--- src/rtl/des_round_ctrl.sv ---
// des_round_ctrl
// Sequencer for the iterative DES round datapath. It accepts one block
// request, strobes the initial load, steps the shared round logic through
// 16 rounds while supplying the round index and key-rotation control, then
// holds the result valid until the downstream side takes it. It holds no
// data of its own.
//
// Ports
//   i_clk          rising-edge clock
//   i_rst          synchronous active-high reset
//   i_start        block request, sampled only while o_ready=1
//   i_decrypt      mode captured with an accepted i_start (1 = decrypt)
//   i_ready        downstream accepts the result while o_valid=1
//   o_ready        idle, a start this cycle is accepted
//   o_load         load IP(data) -> L/R and PC-1(key) -> C/D
//   o_round_en     commit L/R and C/D for the current round
//   o_round        current round index 0..15
//   o_shift_amt    C/D rotate amount for the current round
//   o_shift_right  rotate direction, 1 = right (decrypt)
//   o_final        last round: datapath skips the L/R swap
//   o_valid        result is stable and held
module des_round_ctrl #(
    parameter int unsigned ROUND_CYCLES = 1
) (
    input  logic       i_clk,
    input  logic       i_rst,
    input  logic       i_start,
    input  logic       i_decrypt,
    input  logic       i_ready,
    output logic       o_ready,
    output logic       o_load,
    output logic       o_round_en,
    output logic [3:0] o_round,
    output logic [1:0] o_shift_amt,
    output logic       o_shift_right,
    output logic       o_final,
    output logic       o_valid
);

    typedef enum logic [1:0] {
        IDLE,
        LOAD,
        ROUND,
        DONE
    } state_t;

    localparam logic [1:0] CNT_LAST = 2'(ROUND_CYCLES - 1);

    state_t     state, state_d;
    logic [3:0] round_q, round_d;
    logic [1:0] cnt_q, cnt_d;
    logic       mode_q, mode_d;

    // Decryption walks the key schedule backwards: its first round uses the
    // unrotated PC-1 key, and the remaining amounts are the encrypt schedule
    // shifted by one round.
    function automatic logic [1:0] shift_for(input logic [3:0] r, input logic dec);
        if (r == 4'd0)
            return dec ? 2'd0 : 2'd1;
        else if (r == 4'd1 || r == 4'd8 || r == 4'd15)
            return 2'd1;
        else
            return 2'd2;
    endfunction

    always_comb begin
        state_d = state;
        round_d = round_q;
        cnt_d   = cnt_q;
        mode_d  = mode_q;
        case (state)
            IDLE: begin
                if (i_start) begin
                    state_d = LOAD;
                    mode_d  = i_decrypt;
                    round_d = 4'd0;
                    cnt_d   = 2'd0;
                end
            end
            LOAD: begin
                state_d = ROUND;
            end
            ROUND: begin
                if (cnt_q == CNT_LAST) begin
                    cnt_d = 2'd0;
                    if (round_q == 4'd15)
                        state_d = DONE;
                    else
                        round_d = round_q + 4'd1;
                end else begin
                    cnt_d = cnt_q + 2'd1;
                end
            end
            DONE: begin
                if (i_ready)
                    state_d = IDLE;
            end
            default: state_d = IDLE;
        endcase
    end

    // Strobes and round controls are registered from the next-state values so
    // they line up with the state they describe without any input-to-output
    // combinational path.
    always_ff @(posedge i_clk) begin
        if (i_rst) begin
            state         <= IDLE;
            round_q       <= 4'd0;
            cnt_q         <= 2'd0;
            mode_q        <= 1'b0;
            o_load        <= 1'b0;
            o_round_en    <= 1'b0;
            o_shift_amt   <= 2'd0;
            o_shift_right <= 1'b0;
            o_final       <= 1'b0;
            o_valid       <= 1'b0;
        end else begin
            state         <= state_d;
            round_q       <= round_d;
            cnt_q         <= cnt_d;
            mode_q        <= mode_d;
            o_load        <= (state_d == LOAD);
            o_round_en    <= (state_d == ROUND) && (cnt_d == CNT_LAST);
            o_shift_amt   <= (state_d == ROUND) ? shift_for(round_d, mode_d) : 2'd0;
            o_shift_right <= (state_d == ROUND) && mode_d;
            o_final       <= (state_d == ROUND) && (round_d == 4'd15);
            o_valid       <= (state_d == DONE);
        end
    end

    assign o_round = round_q;
    assign o_ready = (state == IDLE);

endmodule

--- config.mk ---
export PLATFORM = sky130hd
export DESIGN_NAME = des_round_ctrl
export DESIGN_NICKNAME = d
export VERILOG_FILES = /design/src/rtl/des_round_ctrl.sv
export SDC_FILE = /design/constraint.sdc
export NUM_CORES = 1
export LEC_CHECK = 0
export ABC_AREA = 1
export BUFFER_PORTS_ARGS = -buffer_cell sky130_fd_sc_hd__buf_2
export CAP_MARGIN = 20
export CORE_MARGIN = 8
export CORE_UTILIZATION = 45
export CTS_BUF_LIST = sky130_fd_sc_hd__clkbuf_16
export DETAILED_ROUTE_END_ITERATION = 6
export PLACE_DENSITY = 0.74
export SYNTH_ARGS = -nofsm -noshare
export SYNTH_HDL_FRONTEND = slang
export SYNTH_SLANG_ARGS = --single-unit
--- constraint.sdc ---
create_clock -name i_clk -period 2.51 [get_ports i_clk]
set_input_delay 0.3765 -clock i_clk [delete_from_list [all_inputs] [get_ports i_clk]]
set_output_delay 0.3765 -clock i_clk [all_outputs]
set_load 0.01 [all_outputs]
=== Word level (Yosys, flattened, before mapping) ===
Index checks and enable logic that the tools add are counted.

* Reductions and logical operators: 10
* Equality and inequality tests: 10
* Shifts and indexed selects: 0
* Multipliers: 0
* Bitwise logic cells: 1
* Mux-type cells: 17
* $lt $le $gt $ge: 0
* Divide/modulo/power cells: 0
* Add/sub/neg operators: 2

{| class="wikitable"
|+ Operators with widths
! kind !! count
|-
| 2-bit two-way mux || 8
|-
| 4-bit equality test (second input constant) || 3
|-
| 4-bit two-way mux || 3
|-
| 2-bit equality test (second input constant) || 4
|-
| 2-bit case mux with 4 select lines || 1
|-
| 4-bit case mux with 2 select lines || 1
|-
| 2-bit logical NOT || 3
|-
| 4-bit by 1-bit adder with 4-bit output (second input constant) || 1
|-
| 2-bit by 1-bit equality test with 1-bit output (second input constant) || 2
|-
| 4-bit by 1-bit equality test with 1-bit output (second input constant) || 1
|-
| 4-bit logical NOT || 1
|-
| 2-bit case mux with 2 select lines || 1
|-
| 1-bit logical AND || 3
|-
| 1-bit two-way mux || 3
|-
| 2-bit by 1-bit adder with 2-bit output (second input constant) || 1
|-
| 1-bit logical OR || 2
|-
| 2-bit OR reduction || 1
|-
| 1-bit inverter || 1
|}

* Bits in writable memories: 0
* Bits in latches: 0
* Memories kept: 0
* Input port bits: 5
* ROM bits: 0
* Logic and storage cells: 50
* Flip-flop bits (word level): 16
* Output and inout port bits: 12

=== Longest topological paths before layout ===
* Depth after elaboration: 9
* Gate-level depth with buffers: 12
* Mapped depth without buffers: 12

=== Worst setup path after synthesis ===
Ideal clock, no wire load.

* Path type: register to register
* Start point: reg round_q[1], in the netlist o_round[1]
* End point: reg o_shift_amt[0]
* Stages on the path, launching flop included: 11
* Library setup time: 0.110 ns
* Arrival time: 1.344 ns
* Clock period less this slack: 1.454 ns
* Slack: 1.056 ns
* Cells stage by stage: dfxtp_1 -> ha_1 -> nand3_2 -> nor2_1 -> nor2_1 -> nand3_1 -> nand2_1 -> nand2_1 -> nand2_1 -> inv_1 -> nor2_2

* Word-level cells in the longest chain between the ends: 9

{| class="wikitable"
|+ Ends and longest elaborated chain
! item !! RTL line !! source
|-
| start: declaration || 50 || <nowiki>logic [3:0] round_q, round_d;</nowiki>
|-
| start signal: assignment || 119 || <nowiki>round_q <= round_d;</nowiki>
|-
| 4-bit by 1-bit adder with 4-bit output or 4-bit equality test (tied branches) || 89, 86 ||
|-
| 4-bit two-way mux || 86 || <nowiki>if (round_q == 4'd15)</nowiki>
|-
| 4-bit two-way mux || 84 || <nowiki>if (cnt_q == CNT_LAST) begin</nowiki>
|-
| 4-bit case mux with 2 select lines || 71 || <nowiki>case (state)</nowiki>
|-
| 4-bit by 1-bit equality test with 1-bit output or 4-bit equality test (tied branches) || 60 || <nowiki>else if (r == 4'd1 || r == 4'd8 || r == 4'd15)</nowiki>
|-
| 1-bit logical OR (2 in series) || 60 ||
|-
| 2-bit two-way mux || 60 ||
|-
| 2-bit two-way mux || 58 || <nowiki>if (r == 4'd0)</nowiki>
|-
| end signal: assignment || 124 || <nowiki>o_shift_amt <= (state_d == ROUND) ? shift_for(round_d, mode_d) : 2'd0;</nowiki>
|-
| end: declaration || 34 || <nowiki>output logic [1:0] o_shift_amt,</nowiki>
|}

Parallel ways exist; a longest one is shown, timed or not.
A chain may end at the register's enable or synchronous reset.

=== Worst setup path after layout ===
Ends and elaborated chain as after synthesis.

==> flow_summary_export.csv <==
group,metric,value,unit
run_status,status,"completed",
grt,grtUsageTotal,11.0,%
place,dp.cells,145,
finish,drive_gt1_share,25.0,%
sta,fin_skew,0.00299,ns
sta,post-route-period-util,65.4,%
synth,synth.area.top_cells,"dfxtp_1 41%, nor2_1 13%, nand2_1 10%",
route,ant_nets,0,
cts,cts_tree,"built",
floorplanning,num_rows,15,
worst_hold_path,hp-class,"in -> reg",
synth,synth_top_area_share,41.0,%
run,maxCapViolations,0,
route,initialDrtViolationCount,24,
cts,cts_root_buf,"clkbuf_16",
floorplanning,core_area,1690,um^2
synth,yosysSeqAreaShare,41.0,%
worst_setup_path,cp.required,2.70,ns
cts,ctsResizeCount,0,
synth,yosys.area.top_type,"dfxtp_1",
finish,synthToLayoutAreaGrowth,22.6,%
cts,clock_sinks,16,
route,routedWlPerCell,11.9,um
synth,synth_fp_nets,121,
route,drc,0,
finish,final_cells,149,
worst_setup_path,slowest_delay,0.37,ns
place,io_buffers,16,
place,dp_slack,0.936,ns
worst_setup_path,path_class,"reg -> reg",
route,wirelength,1770,um
sta,holdWs,0.436,ns
power,power_density,726,nW/um^2
sta,worst_slack,0.868,ns
grt,grt_max_degree,11,
synth,syn_inst,113,
route,drt_pre_antenna_iters,4,
synth,syn_area,782,um^2
floorplanning,die_h,57.7,um
worst_setup_path,cp_data_arrival_time,1.83,ns
synth,yosys_register_bits,16,
sta,grt_setup_unrepaired,"false",
grt,grt_pass1_vias,676,
worst_setup_path,cp-start-kind,"flip-flop",
worst_setup_path,crit_fanout,4,
cts,clkTransAtPathRegs,0.05,ns
worst_setup_path,crit_slowest_cell,"dfxtp_1",
sta,maxSlewHeadroom,82.1,%
cts,cts_buffer_depth,2,
sta,worst_slew_pin_slew,0.265,ns
floorplanning,die_area,3330,um^2
cts,postCtsSetupBuffers,0,
floorplanning,die_w,57.7,um
cts,hold_buffers,0,
synth,synth_cell_types,19,
sta,setup_viol,0,
grt,grt_overflow_total,0,
sta,slew_violations,0,
sta,fmax,609,MHz
finish,diodes,0,
synth,yosysWarnings,0,
power,ir_worst_vdd,0.497,mV
synth,synth.avg_cell_area,6.92,um^2
worst_setup_path,crit_chain,"ha_1 -> nand3_2 -> nor2_1 -> nor2_1 -> nand3_1 -> nand3_1 -> nand2_1 -> inv_1 -> nor2_2",
route,routed-via-count,759,
sta,hold_viol_final,0,
sta,fin_crit,1.64,ns
route,viasPerCell,5.09,
floorplanning,initial_utilization,46.3,%
grt,antenna_found_initial,0,
place,globalplace.congestion,0.794,
floorplanning,io_pins,17,
cts,htreeDepth,1,
cts,clock_latency,0.25,ns
cts,cts_buffers,3,
power,power,696,uW
finish,nets,141,
worst_setup_path,end_kind,"flip-flop",
power,leakagePower,0.492,nW
grt,grt_pass1_wl,2900,um
sta,fin_setup_tns,0,ns
place,dp_hpwl,1340,um
placed cells by master, fill, tap and decap left out, drive strengths merged:
master and count:
nor3 2, or2 1, inv 18, a22oi 2
a21oi 2, nand3 8, nor2 31, buf 16
dfxtp 16, o21ai 1, nand2 27, clkinv 1
nand4 1, clkbuf 3, ha 3
cell type report:
class / instances / area, um^2
Fill cell: 160 / 731
Sequential cell: 16 / 320
Tap cell: 17 / 21.3
Multi-Input combinational cell: 78 / 390
Inverter: 18 / 67.6
Timing Repair Buffer: 16 / 80.1
Clock buffer: 3 / 75.1
Clock inverter: 1 / 3.75
sequential cells by signal, summed over array words and instances, names as in the netlist:
register	count
o_round	4
cnt_q	2
o_shift_amt	2
state	2
mode_q	1
o_final	1
o_load	1
o_round_en	1
o_shift_right	1
o_valid	1
critical path, delay by kind of cell (launching register included):
family	cells	cell delay [ns]
AND/OR/NAND/NOR	7	0.92
flip-flops	1	0.37
adder cells (fa/ha/maj)	1	0.25
buffers and inverters	1	0.06
power by group:
part	total (mW)	internal [mW]	leakage, nW	switching (mW)
clock	0.311	0.211	0.0385	0.0993
combinational	0.108	0.0363	0.324	0.0715
sequential	0.277	0.268	0.130	0.00920
total	0.696	0.516	0.492	0.180
final timing paths:
check	slack, ns	depth (start not counted)	endpoint	start
max	0.87	9	o_shift_amt[0]	o_round[1]
max reg2reg	0.87	9	o_shift_amt[0]	o_round[1]
min	0.44	2	mode_q	i_rst
min reg2reg	0.52	2	cnt_q[0]	cnt_q[0]
logic make-up (layout without fill, tap and decap cells):
family                   count (synthesis)  count (layout)  synth area share [%]
AND/OR/NAND/NOR                         70              70                  41.3
buffers and inverters                   19              38                  9.12
flip-flops                              16              16                  41.0
AO/OA/AOI/OAI                            5               5                  3.84
adder cells (fa/ha/maj)                  3               3                  4.80
cell usage after synthesis, drive strengths merged:
cell	number
o21ai	1
nand2	27
nand3	8
nand4	1
nor2	31
or2	1
inv	18
a22oi	2
clkbuf	1
ha	3
dfxtp	16
a21oi	2
nor3	2
through the flow:
step / util (%) / instance area [um^2]
floorplan: - / 782
global placement: 52.1 / 880
detailed placement: 52.1 / 880
CTS: 56.7 / 958
global route: 56.7 / 958
finish: 56.7 / 958
metal layers:
metal / track usage (%) / vias up / share of wire, %
met5: 0 / - / 0
met4: 6.29 / 0 / 2.4
met3: 3.31 / 5 / 7.4
met2: 17.4 / 27 / 46
met1: 12.9 / 345 / 44
li1: - / 382 / -
(Power assumes the default switching activity.)
